<file path="src/rtl/cpu_pkg.sv">
// Shared types and constants for the CPU core and its interrupt controller.
package cpu_pkg;

  localparam int unsigned NUM_SRC_C = 4;
  localparam int unsigned IRQ_ID_W  = 2;

  typedef enum logic [1:0] {
    IDLE    = 2'd0,
    REQ     = 2'd1,
    SERVICE = 2'd2
  } irq_state_t;

  // Fixed priority: lowest set index wins.
  function automatic logic [IRQ_ID_W-1:0] prio_enc(input logic [NUM_SRC_C-1:0] v);
    prio_enc = '0;
    for (int unsigned i = NUM_SRC_C; i > 0; i--) begin
      if (v[i-1]) prio_enc = IRQ_ID_W'(i-1);
    end
  endfunction

endpackage

</file>
<file path="src/rtl/irq_sync_edge.sv">
// Synchronises one asynchronous request line and emits a one-cycle pulse
// on each rising edge of the synchronised level.
module irq_sync_edge #(
  parameter int unsigned SYNC_STAGES = 2
) (
  input  logic clk,
  input  logic rstn,
  input  logic din,
  output logic rise
);

  logic [SYNC_STAGES-1:0] sync_q;
  logic                   hist_q;

  always_ff @(posedge clk or negedge rstn) begin
    if (!rstn) begin
      sync_q <= '0;
      hist_q <= 1'b0;
    end else begin
      sync_q <= {sync_q[SYNC_STAGES-2:0], din};
      hist_q <= sync_q[SYNC_STAGES-1];
    end
  end

  assign rise = sync_q[SYNC_STAGES-1] & ~hist_q;

endmodule

</file>
<file path="src/rtl/irq_controller.sv">
// Interrupt controller: edge-captured pending sources, software mask, fixed
// priority and a single-outstanding request/ack/done handshake with the core.
module irq_controller
  import cpu_pkg::*;
#(
  parameter int unsigned NUM_SRC     = NUM_SRC_C,
  parameter int unsigned SYNC_STAGES = 2
) (
  input  logic                clk,
  input  logic                rstn,
  input  logic [NUM_SRC-1:0]  irq_in,
  input  logic                mask_we,
  input  logic [NUM_SRC-1:0]  mask_wdata,
  input  logic                int_ack,
  input  logic                int_done,
  output logic                int_sig,
  output logic [IRQ_ID_W-1:0] irq_id,
  output logic [NUM_SRC-1:0]  pending,
  output logic                busy
);

  irq_state_t         state;
  logic [NUM_SRC-1:0] mask_q;
  logic [NUM_SRC-1:0] rise;
  logic [NUM_SRC-1:0] eligible;
  logic [NUM_SRC-1:0] ack_clr;

  for (genvar g = 0; g < NUM_SRC; g++) begin : g_src
    irq_sync_edge #(
      .SYNC_STAGES(SYNC_STAGES)
    ) u_sync (
      .clk  (clk),
      .rstn (rstn),
      .din  (irq_in[g]),
      .rise (rise[g])
    );
  end

  assign eligible = pending & ~mask_q;
  assign busy     = (state != IDLE);

  always_comb begin
    ack_clr = '0;
    if (state == REQ && int_ack) ack_clr[irq_id] = 1'b1;
  end

  always_ff @(posedge clk or negedge rstn) begin
    if (!rstn) begin
      state   <= IDLE;
      pending <= '0;
      mask_q  <= '0;
      int_sig <= 1'b0;
      irq_id  <= '0;
    end else begin
      // A new edge on the bit being acknowledged survives the clear.
      pending <= (pending & ~ack_clr) | rise;
      if (mask_we) mask_q <= mask_wdata;
      unique case (state)
        IDLE: begin
          if (|eligible) begin
            irq_id  <= prio_enc(eligible);
            int_sig <= 1'b1;
            state   <= REQ;
          end
        end
        REQ: begin
          if (int_ack) begin
            int_sig <= 1'b0;
            state   <= SERVICE;
          end
        end
        SERVICE: begin
          if (int_done) state <= IDLE;
        end
        default: begin
          int_sig <= 1'b0;
          state   <= IDLE;
        end
      endcase
    end
  end

endmodule

</file>
<file path="config.mk">
export PLATFORM = sky130hd
export DESIGN_NAME = irq_controller
export DESIGN_NICKNAME = d
export VERILOG_FILES = /design/src/rtl/cpu_pkg.sv /design/src/rtl/irq_sync_edge.sv /design/src/rtl/irq_controller.sv
export SDC_FILE = /design/constraint.sdc
export NUM_CORES = 1
export LEC_CHECK = 0
export CORE_ASPECT_RATIO = 0.9
export CORE_UTILIZATION = 45
export DETAILED_ROUTE_END_ITERATION = 10
export GPL_ROUTABILITY_DRIVEN = 0
export GPL_TIMING_DRIVEN = 0
export HOLD_SLACK_MARGIN = 0.05
export PLACE_DENSITY = 0.82
export SYNTH_ARGS = -nofsm -noshare
export SYNTH_HDL_FRONTEND = slang
export SYNTH_SLANG_ARGS = --single-unit
</file>
<file path="constraint.sdc">
create_clock -name clk -period 1.3 [get_ports clk]
set_input_delay 0.26 -clock clk [delete_from_list [all_inputs] [get_ports clk]]
set_output_delay 0.26 -clock clk [all_outputs]
set_load 0.02 [all_outputs]
</file>
## Yosys cells after proc, flatten, opt, wreduce, memory -nomap -nowiden

Index checks and enable logic that the tools add are counted.
W data, S select, Z words.

| cells by class | value |
|---|---|
| add/sub/neg operators | 0 |
| multipliers | 0 |
| divide/modulo/power cells | 0 |
| order comparisons | 2 |
| eq/ne operators | 5 |
| shift operators | 0 |
| muxes and demuxes | 14 |
| bitwise gates (word level) | 14 |
| reductions and logical operators | 8 |

Operator list:

| operator | number |
|---|---|
| $mux W2 | 7 |
| $and A4 B4 Y4 | 2 |
| $not A4 Y4 | 2 |
| $ne A2 B2 Y1 const B | 3 |
| $pmux W2 S3 | 1 |
| $reduce_and A3 Y1 | 2 |
| $not A1 Y1 | 5 |
| $and A1 B1 Y1 | 4 |
| $mux W4 | 1 |
| $or A4 B4 Y4 | 1 |
| $reduce_or A4 Y1 | 1 |
| $lt A2 B3 Y1 const B | 1 |
| $mux W1 | 3 |
| $pmux W1 S3 | 1 |
| $demux W1 S2 | 1 |
| $eq A2 B1 Y1 const B | 1 |
| $eq A2 B2 Y1 const B | 1 |
| $ge A2 B1 Y1 const B | 1 |
| $logic_and A1 B1 Y1 | 2 |
| $logic_not A2 Y1 | 1 |
| $reduce_and A2 Y1 | 1 |
| $reduce_bool A2 Y1 | 1 |

| word-level totals | value |
|---|---|
| bits in registers | 25 |
| bits in latches | 0 |
| RAM bits | 0 |
| ROM bits | 0 |
| input port bits | 13 |
| memories kept | 0 |

## Logic depth before layout (Yosys ltp)

Gate-level depths: netlist of the first run.

| depth | value |
|---|---|
| depth after elaboration | 8 |
| depth in mapped cells | 3 |

## Cells and area by module

A second synthesis of the first run with hierarchy kept.

| unflattened totals | value |
|---|---|
| cells, all modules | 67 |
| area total of the unflattened synthesis | 945.9 um^2 |

By module, submodules not included:

| module | instances | cells an instance | area each (um^2) |
|---|---|---|---|
| irq_controller | 1 | 51 | 590.6 |
| irq_sync_edge | 4 | 4 | 88.8 |

## Least setup slack after synthesis of the first run

No wires, ideal clock.

| timing path | value |
|---|---|
| kind | reg-to-reg |
| start | reg pending[3] |
| end | reg state[0] |
| arrival | 0.978 ns |
| slack | 0.194 ns |
| stages on the path, launching flop included | 4 |
| buffers on the path | 0 |
| clock period less this slack | 1.106 ns |
| path through | dfrtp_1 -> nor2b_2 -> nor4_4 -> a21oi_1 |

| on the way | value |
|---|---|
| cells in the longest elaborated chain, start to end | 4 |

Ends and longest elaborated chain:

| element | RTL line | text |
|---|---|---|
| start: declaration | irq_controller.sv:18 | `output logic [NUM_SRC-1:0] pending,` |
| start signal: assignment | irq_controller.sv:56 | `pending <= (pending & ~ack_clr) \| rise;` |
| $and A4 B4 Y4 | irq_controller.sv:39 | `assign eligible = pending & ~mask_q;` |
| $reduce_or A4 Y1 | irq_controller.sv:60 | `if (\|eligible) begin` |
| $ne A2 B2 Y1 (no source line) | - |  |
| $reduce_and A3 Y1 (no source line) | - |  |
| end signal: assignment | irq_controller.sv:49 | `state <= IDLE;` |
| end signal: assignment | irq_controller.sv:63 | `state <= REQ;` |
| end signal: assignment | irq_controller.sv:69 | `state <= SERVICE;` |
| end: declaration | irq_controller.sv:22 | `irq_state_t state;` |

Every way passes these cells.
A chain may end at the register's enable or synchronous reset.

## Worst setup path in the final report of the first run

| timing path | value |
|---|---|
| start | reg state[0] |
| end | out busy |

| on the way | value |
|---|---|
| cells in the longest elaborated chain, start to end | 1 |

Ends and longest elaborated chain:

| element | RTL line | text |
|---|---|---|
| $reduce_bool A2 Y1 | irq_controller.sv:40 | `assign busy = (state != IDLE);` |
| end: declaration | irq_controller.sv:19 | `output logic busy` |

Every way passes these cells.

==> impl_metrics.csv, run 1 <==
group,metric,value,unit
status,status,"finished, violations left",
status,violations,"negative setup slack",
clocking,clk_path_buf_depth,2,
sta,fmax,0.732,GHz
detailed_routing,dr_total_vias,602,
critical_path,r2r-end,"pending[2]",
logic_synthesis,synth_nets,79,
final_layout,syn_to_final_growth,32.8,%
logic_synthesis,synth_top_area_share,68.9,%
floorplanning,die_w,49.4,um
floorplanning,dieArea,0.00220,sq mm
sta,drv_slew,0,
grt,gr-total-overflow,0,
logic_synthesis,yosysTopAreaCell,"dfrtp_1",
logic_synthesis,netlist_area,908,sq um
power_and_ir_drop,power_density,2050,mW/mm^2
final_layout,stdcell_count,121,
critical_path,critPathMaxStageDelay,0.45,ns
logic_synthesis,syn_avg_cell_area,13.8,sq um
logic_synthesis,synth.area.top_cells,"dfrtp_1 69%, o21ai_1 3.9%, mux2_1 3.7%",
floorplanning,num_rows,15,
clocking,clock-sinks,25,
logic_synthesis,synthSimpleGateAreaFrac,10.9,%
critical_path,crit_path_start_kind,"register",
logic_synthesis,ys_ff_latch,25,
clocking,clkTransAtPathRegs,0.13,ns
sta,worst_slack,-0.0655,ns
logic_synthesis,synth_fa_ha_area_share,0,%
grt,track_usage,16.9,%
sta,rsz0062_at_grt,"yes",
power_and_ir_drop,ir_worst_vdd,1100,uV
detailed_routing,first_iter_violations,15,
detailed_routing,viasPerCell,4.98,
detailed_routing,first_pass_iters,4,
critical_path,required,1.04,ns
power_and_ir_drop,total_power,0.00247,W
sta,skew,0.00893,ns
final_layout,fin_nets,110,
clocking,clockRootBuffer,"clkbuf_4",
logic_synthesis,synth_mux_area_share,4.96,%
detailed_routing,ant_nets,0,
sta,finalCritPeriodShare,105,%
place,dp_hpwl,1110,um
final_layout,multi_input_area,272,sq um
grt,antenna_found_initial,0,
floorplanning,core_area,0.00191,sq mm
floorplanning,ioPinCount,21,
final_layout,drive_above_1_share,30.2,%
critical_path,cp.depth,3,
logic_synthesis,synth_top_family_by_area,"compound AO/OA/AOI/OAI gates",
final_layout,fillCellCount,153,
logic_synthesis,ys_seq_area_share,68.9,%
sta,min_period,1.37,ns
detailed_routing,drc,0,
logic_synthesis,synthCells,66,
clocking,cts_hold_buf,0,
final_layout,utilization,63.0,%
clocking,clk_latency,0.30,ns
place,dp_cells,111,
final_layout,num_antenna_cells,0,
critical_path,crit_end,"busy",
grt,grt_pass1_vias,608,
sta,setup_violations,1,
hold_path,hold_path.class,"in -> async",
floorplanning,die_height,44.6,um
critical_path,crit_buf_inv,2,
logic_synthesis,yosysWarnings,0,
clocking,htree_levels,1,
final_layout,regArea,628,sq um
critical_path,reg2reg_depth,4,
grt,grt_max_degree,26,
critical_path,critPathKind,"reg -> out",
power_and_ir_drop,leakagePower,0.534,nW
detailed_routing,drt_wl_total,1630,um
clocking,cts_buffers,3,
critical_path,end_kind,"output port",
sta,slew-limit-headroom,29.7,%
place,port_buffers,20,
critical_path,cp_cell_sequence,"nor2_4 > inv_2 > buf_6",
critical_path,cpMaxStageDelayCell,"dfrtp_2",
clocking,cts_tree,"done",
logic_synthesis,synth_xor_area_share,0,%
sta,tightest_slew,1.05,ns
grt,grt_pass1_wl,2750,um
sta,hold_violations,0,
detailed_routing,wl_per_cell,13.4,um
job,drv_cap,0,
logic_synthesis,synth_cell_types,21,
critical_path,rrSetupSlack,0.06,ns
critical_path,cp_max_fo,4,
logic_synthesis,synth_compound_area_share,12.4,%
critical_path,arrival,1.11,ns
floorplanning,initial_core_util,47.5,%
critical_path,rr_startpoint,"state[1]",
critical_path,cp-startpoint,"state[0]",
critical_path,crit_family,"flip-flops",
==> where the power goes <==
part	internal, W	leakage (nW)	switching [W]
combinational	0.000502	0.238	0.000560
sequential	0.000947	0.282	0.000133
clock	0.000119	0.0150	0.000208
total	0.00157	0.534	0.000902
==> layer usage <==
| layer | global-route usage (%) | routed length (um) | up-vias |
|---|---|---|---|
| li1 | - | - | 284 |
| met1 | 20.1 | 703 | 293 |
| met2 | 29.6 | 828 | 23 |
| met3 | 4.12 | 77 | 2 |
| met4 | 7.65 | 16 | 0 |
| met5 | 0 | 0 | - |
==> state kept, by name, indices dropped and copies added, names as in the netlist <==
signal,cells
mask_q,4
g_src.u_sync.sync_q,8
state,2
irq_id,2
int_sig,1
g_src.u_sync.hist_q,4
pending,4
==> cells in the mapped netlist <==
cell	count
a21o_2	1
inv_2	1
nand2b_1	2
and2b_1	1
o21ai_0	3
o31ai_1	2
nor4_4	1
inv_1	6
mux2_1	3
dfrtp_1	25
nor2b_2	2
a21oi_1	3
nand4b_1	1
nand3b_1	1
nor2b_4	1
mux2_2	1
o21a_1	2
nor2_1	1
o21ai_1	7
o22a_1	1
nor2_2	1
==> kinds of logic after synthesis <==
| group | count (synthesis) |
|---|---|
| AND/OR/NAND/NOR | 11 |
| AO/OA/AOI/OAI | 19 |
| buffers and inverters | 7 |
| multiplexers | 4 |
| flip-flops | 25 |
==> worst min-delay path by stage <==
stage	start	end
floorplan	rstn	g_src[0].u_sync.hist_q
global placement	g_src[0].u_sync.sync_q[0]	g_src[0].u_sync.sync_q[1]
detailed placement	g_src[3].u_sync.sync_q[0]	g_src[3].u_sync.sync_q[1]
CTS	rstn	int_sig
global route	rstn	irq_id[0]
finish	rstn	irq_id[0]
==> through the flow <==
| step | hold WS, ns | area, sq um | setup WS, ns | TNS, ns |
|---|---|---|---|---|
| floorplan | -0.0356 | 908 | 0.194 | 0 |
| global placement | 0.332 | 1140 | -0.249 | -6.48 |
| detailed placement | 0.335 | 1140 | -0.308 | -8.07 |
| CTS | 0.283 | 1200 | -0.0682 | -0.0682 |
| global route | 0.329 | 1210 | -0.122 | -0.137 |
| finish | 0.241 | 1210 | -0.0655 | -0.0655 |
==> layout by cell type, fill, tap and decap left out, drive strengths merged <==
cell type / n
dfrtp: 25
clkdlybuf4s50: 11
o21ai: 10
buf: 8
clkbuf: 8
inv: 7
mux2: 4
a21oi: 3
nor2b: 3
o31ai: 2
o21a: 2
nand2b: 2
clkdlybuf4s15: 2
nor2: 2
nand3b: 1
nand4b: 1
and2b: 1
nor4: 1
o22a: 1
a21o: 1
dlygate4sd2: 1
==> cell type report <==
class                           count  area share [%]
Sequential cell                    25            52.1
Multi-Input combinational cell     34            22.5
Timing Repair Buffer               26            18.5
Tap cell                           25            2.59
Clock buffer                        4            2.18
Inverter                            7            2.18
==> repair_timing <==
item	4_1_cts	5_1_grt
buffers inserted	3	3
pin swaps	1	1
resized for setup	26	8
endpoints found under the setup margin	8	9
Note: power is estimated with default switching activity, not from simulation.
==> inputs of run 2 (changes only) <==
- SKIP_LAST_GASP: unset -> 1
==> run 2 against run 1 <==
Compared with the run above: the flow still finishes with violations (negative setup slack); clock skew about the same; final cell count down 0.83%; routed wire length down 1.4%; die area unchanged; combinational power down 5%; via count down 1.2%; total power down 2.3%; largest power group unchanged; highest routed layer unchanged.
==> impl_metrics.csv, run 2 (synthesized netlist as in run 1, its figures left out) <==
group,metric,value,unit
final_layout,largest_reg_flops,8,
detailed_routing,dr_total_vias,595,
critical_path,arrival,1.12,ns
sta,fmax,0.723,GHz
final_layout,mostFrequentLayoutCell,"dfrtp_1",
sta,setup_violations,1,
clocking,clkTransAtPathRegs,0.13,ns
status,status,"finished, violations left",
detailed_routing,drt_wl_total,1600,um
critical_path,cp_max_fo,4,
final_layout,final_cell_mix,"23 x dfrtp_1, 11 x clkdlybuf4s50_1, 7 x o21ai_1",
critical_path,crit_path_start_kind,"register",
floorplanning,dieArea,0.00220,sq mm
detailed_routing,first_iter_violations,13,
sta,finalCritPeriodShare,106,%
grt,grt_max_degree,26,
final_layout,regMostFlops,"g_src.u_sync.sync_q",
floorplanning,num_rows,15,
floorplanning,die_height,44.6,um
floorplanning,core_area,0.00191,sq mm
power_and_ir_drop,leakagePower,0.535,nW
power_and_ir_drop,switching_power,0.000888,W
final_layout,num_antenna_cells,0,
place,placed_cell_area,0.00114,sq mm
detailed_routing,viasPerCell,4.96,
clocking,clk_path_buf_depth,2,
final_layout,utilization,62.5,%
clocking,clockRootBuffer,"clkbuf_4",
critical_path,required,1.04,ns
floorplanning,initial_core_util,47.5,%
critical_path,end_kind,"output port",
final_layout,design_area,0.00120,sq mm
sta,hold_violations,0,
place,post-place-ws,-0.308,ns
job,drv_cap,0,
place,port_buffers,20,
hold_path,hold_path.class,"in -> async",
clocking,clock-sinks,25,
grt,grt_pass1_vias,609,
power_and_ir_drop,internal-power,0.00153,W
grt,gr-total-overflow,0,
sta,rsz0062_at_grt,"yes",
grt,track_usage,17.0,%
clocking,cts_buffers,3,
sta,skew,0.00882,ns
detailed_routing,ant_nets,0,
power_and_ir_drop,clock_power_share,13.6,%
detailed_routing,drc,0,
floorplanning,ioPinCount,21,
detailed_routing,wl_per_cell,13.4,um
status,violations,"negative setup slack",
final_layout,fin_nets,109,
sta,worst_slack,-0.0831,ns
grt,antenna_found_initial,0,
power_and_ir_drop,switching_share,36.8,%
power_and_ir_drop,seq_power_share,44.7,%
critical_path,critPathKind,"reg -> out",
clocking,clk_latency,0.30,ns
floorplanning,die_w,49.4,um
power_and_ir_drop,pwr-share-comb,41.7,%
sta,tightest_slew,1.06,ns
power_and_ir_drop,power_density,2020,mW/mm^2
sta,min_period,1.38,ns
sta,slew-limit-headroom,29.2,%
clocking,cts_tree,"done",
place,dp_hpwl,1110,um
clocking,htree_levels,1,
sta,drv_slew,0,
power_and_ir_drop,ir_worst_vdd,1090,uV
grt,grt_pass1_wl,2750,um
detailed_routing,first_pass_iters,4,
final_layout,syn_to_final_growth,31.7,%
final_layout,drive_above_1_share,29.5,%
final_layout,fillCellCount,155,
==> run 2: worst max-delay path: stages, from the launching register on <==
cell      delay, ns
dfrtp_2        0.45
nor2_4         0.15
inv_2          0.06
clkbuf_2       0.16
==> run 2: through the flow <==
stage               instances  hold WS (ns)  power, W  TNS [ns]
floorplan                  66       -0.0356   0.00160         0
global placement          111         0.332   0.00196     -6.48
detailed placement        111         0.335   0.00201     -8.07
CTS                       118         0.362   0.00237    -0.294
global route              120         0.210   0.00256    -0.166
finish                    120         0.123   0.00241   -0.0831
==> run 2: per-layer routing <==
metal,vias to the layer above,GRT usage [%],part of all wire (%)
met1,288,20.3,43
li1,282,-,-
met3,2,4.12,4.9
met2,23,29.6,51
met5,-,0,0
met4,0,7.65,1.0
==> run 2: power by group through the flow <==
stage | Clock, W | Combinational (W) | Sequential [W]
global placement | 0 | 0.000852 | 0.00111
detailed placement | 0 | 0.000889 | 0.00112
finish | 0.000328 | 0.00101 | 0.00108
global route | 0.000374 | 0.00108 | 0.00111
CTS | 0.000342 | 0.000957 | 0.00108
floorplan | 0 | 0.000397 | 0.00121
==> run 2: repair_timing <==
action	CTS	global route
setup endpoints to repair	8	34
resized for setup	21	10
hold buffers	0	0
buffers inserted	3	2
==> run 2: cell type report <==
type,count,area [sq um],share of cell area (%)
multi-input combinational,34,272,22.7
sequential,25,628,52.5
timing repair buffer,25,213,17.8
inverter,7,26.3,2.20
clock buffer,4,26.3,2.20
tap,25,31.3,2.62
==> run 2: path summary, 6_finish.rpt <==
check                      slack [ns]                        end  cells after the start                      start
hold / removal                   0.12                  irq_id[0]                      1                       rstn
max in group asynchronous        0.47                   state[1]                      1                       rstn
setup reg to reg                 0.06                 pending[2]                      4                   state[1]
hold reg to reg                  0.36  g_src[1].u_sync.sync_q[1]                      0  g_src[1].u_sync.sync_q[0]
setup / recovery                -0.08                       busy                      3                   state[0]
min in group clk                 0.36  g_src[1].u_sync.sync_q[1]                      0  g_src[1].u_sync.sync_q[0]
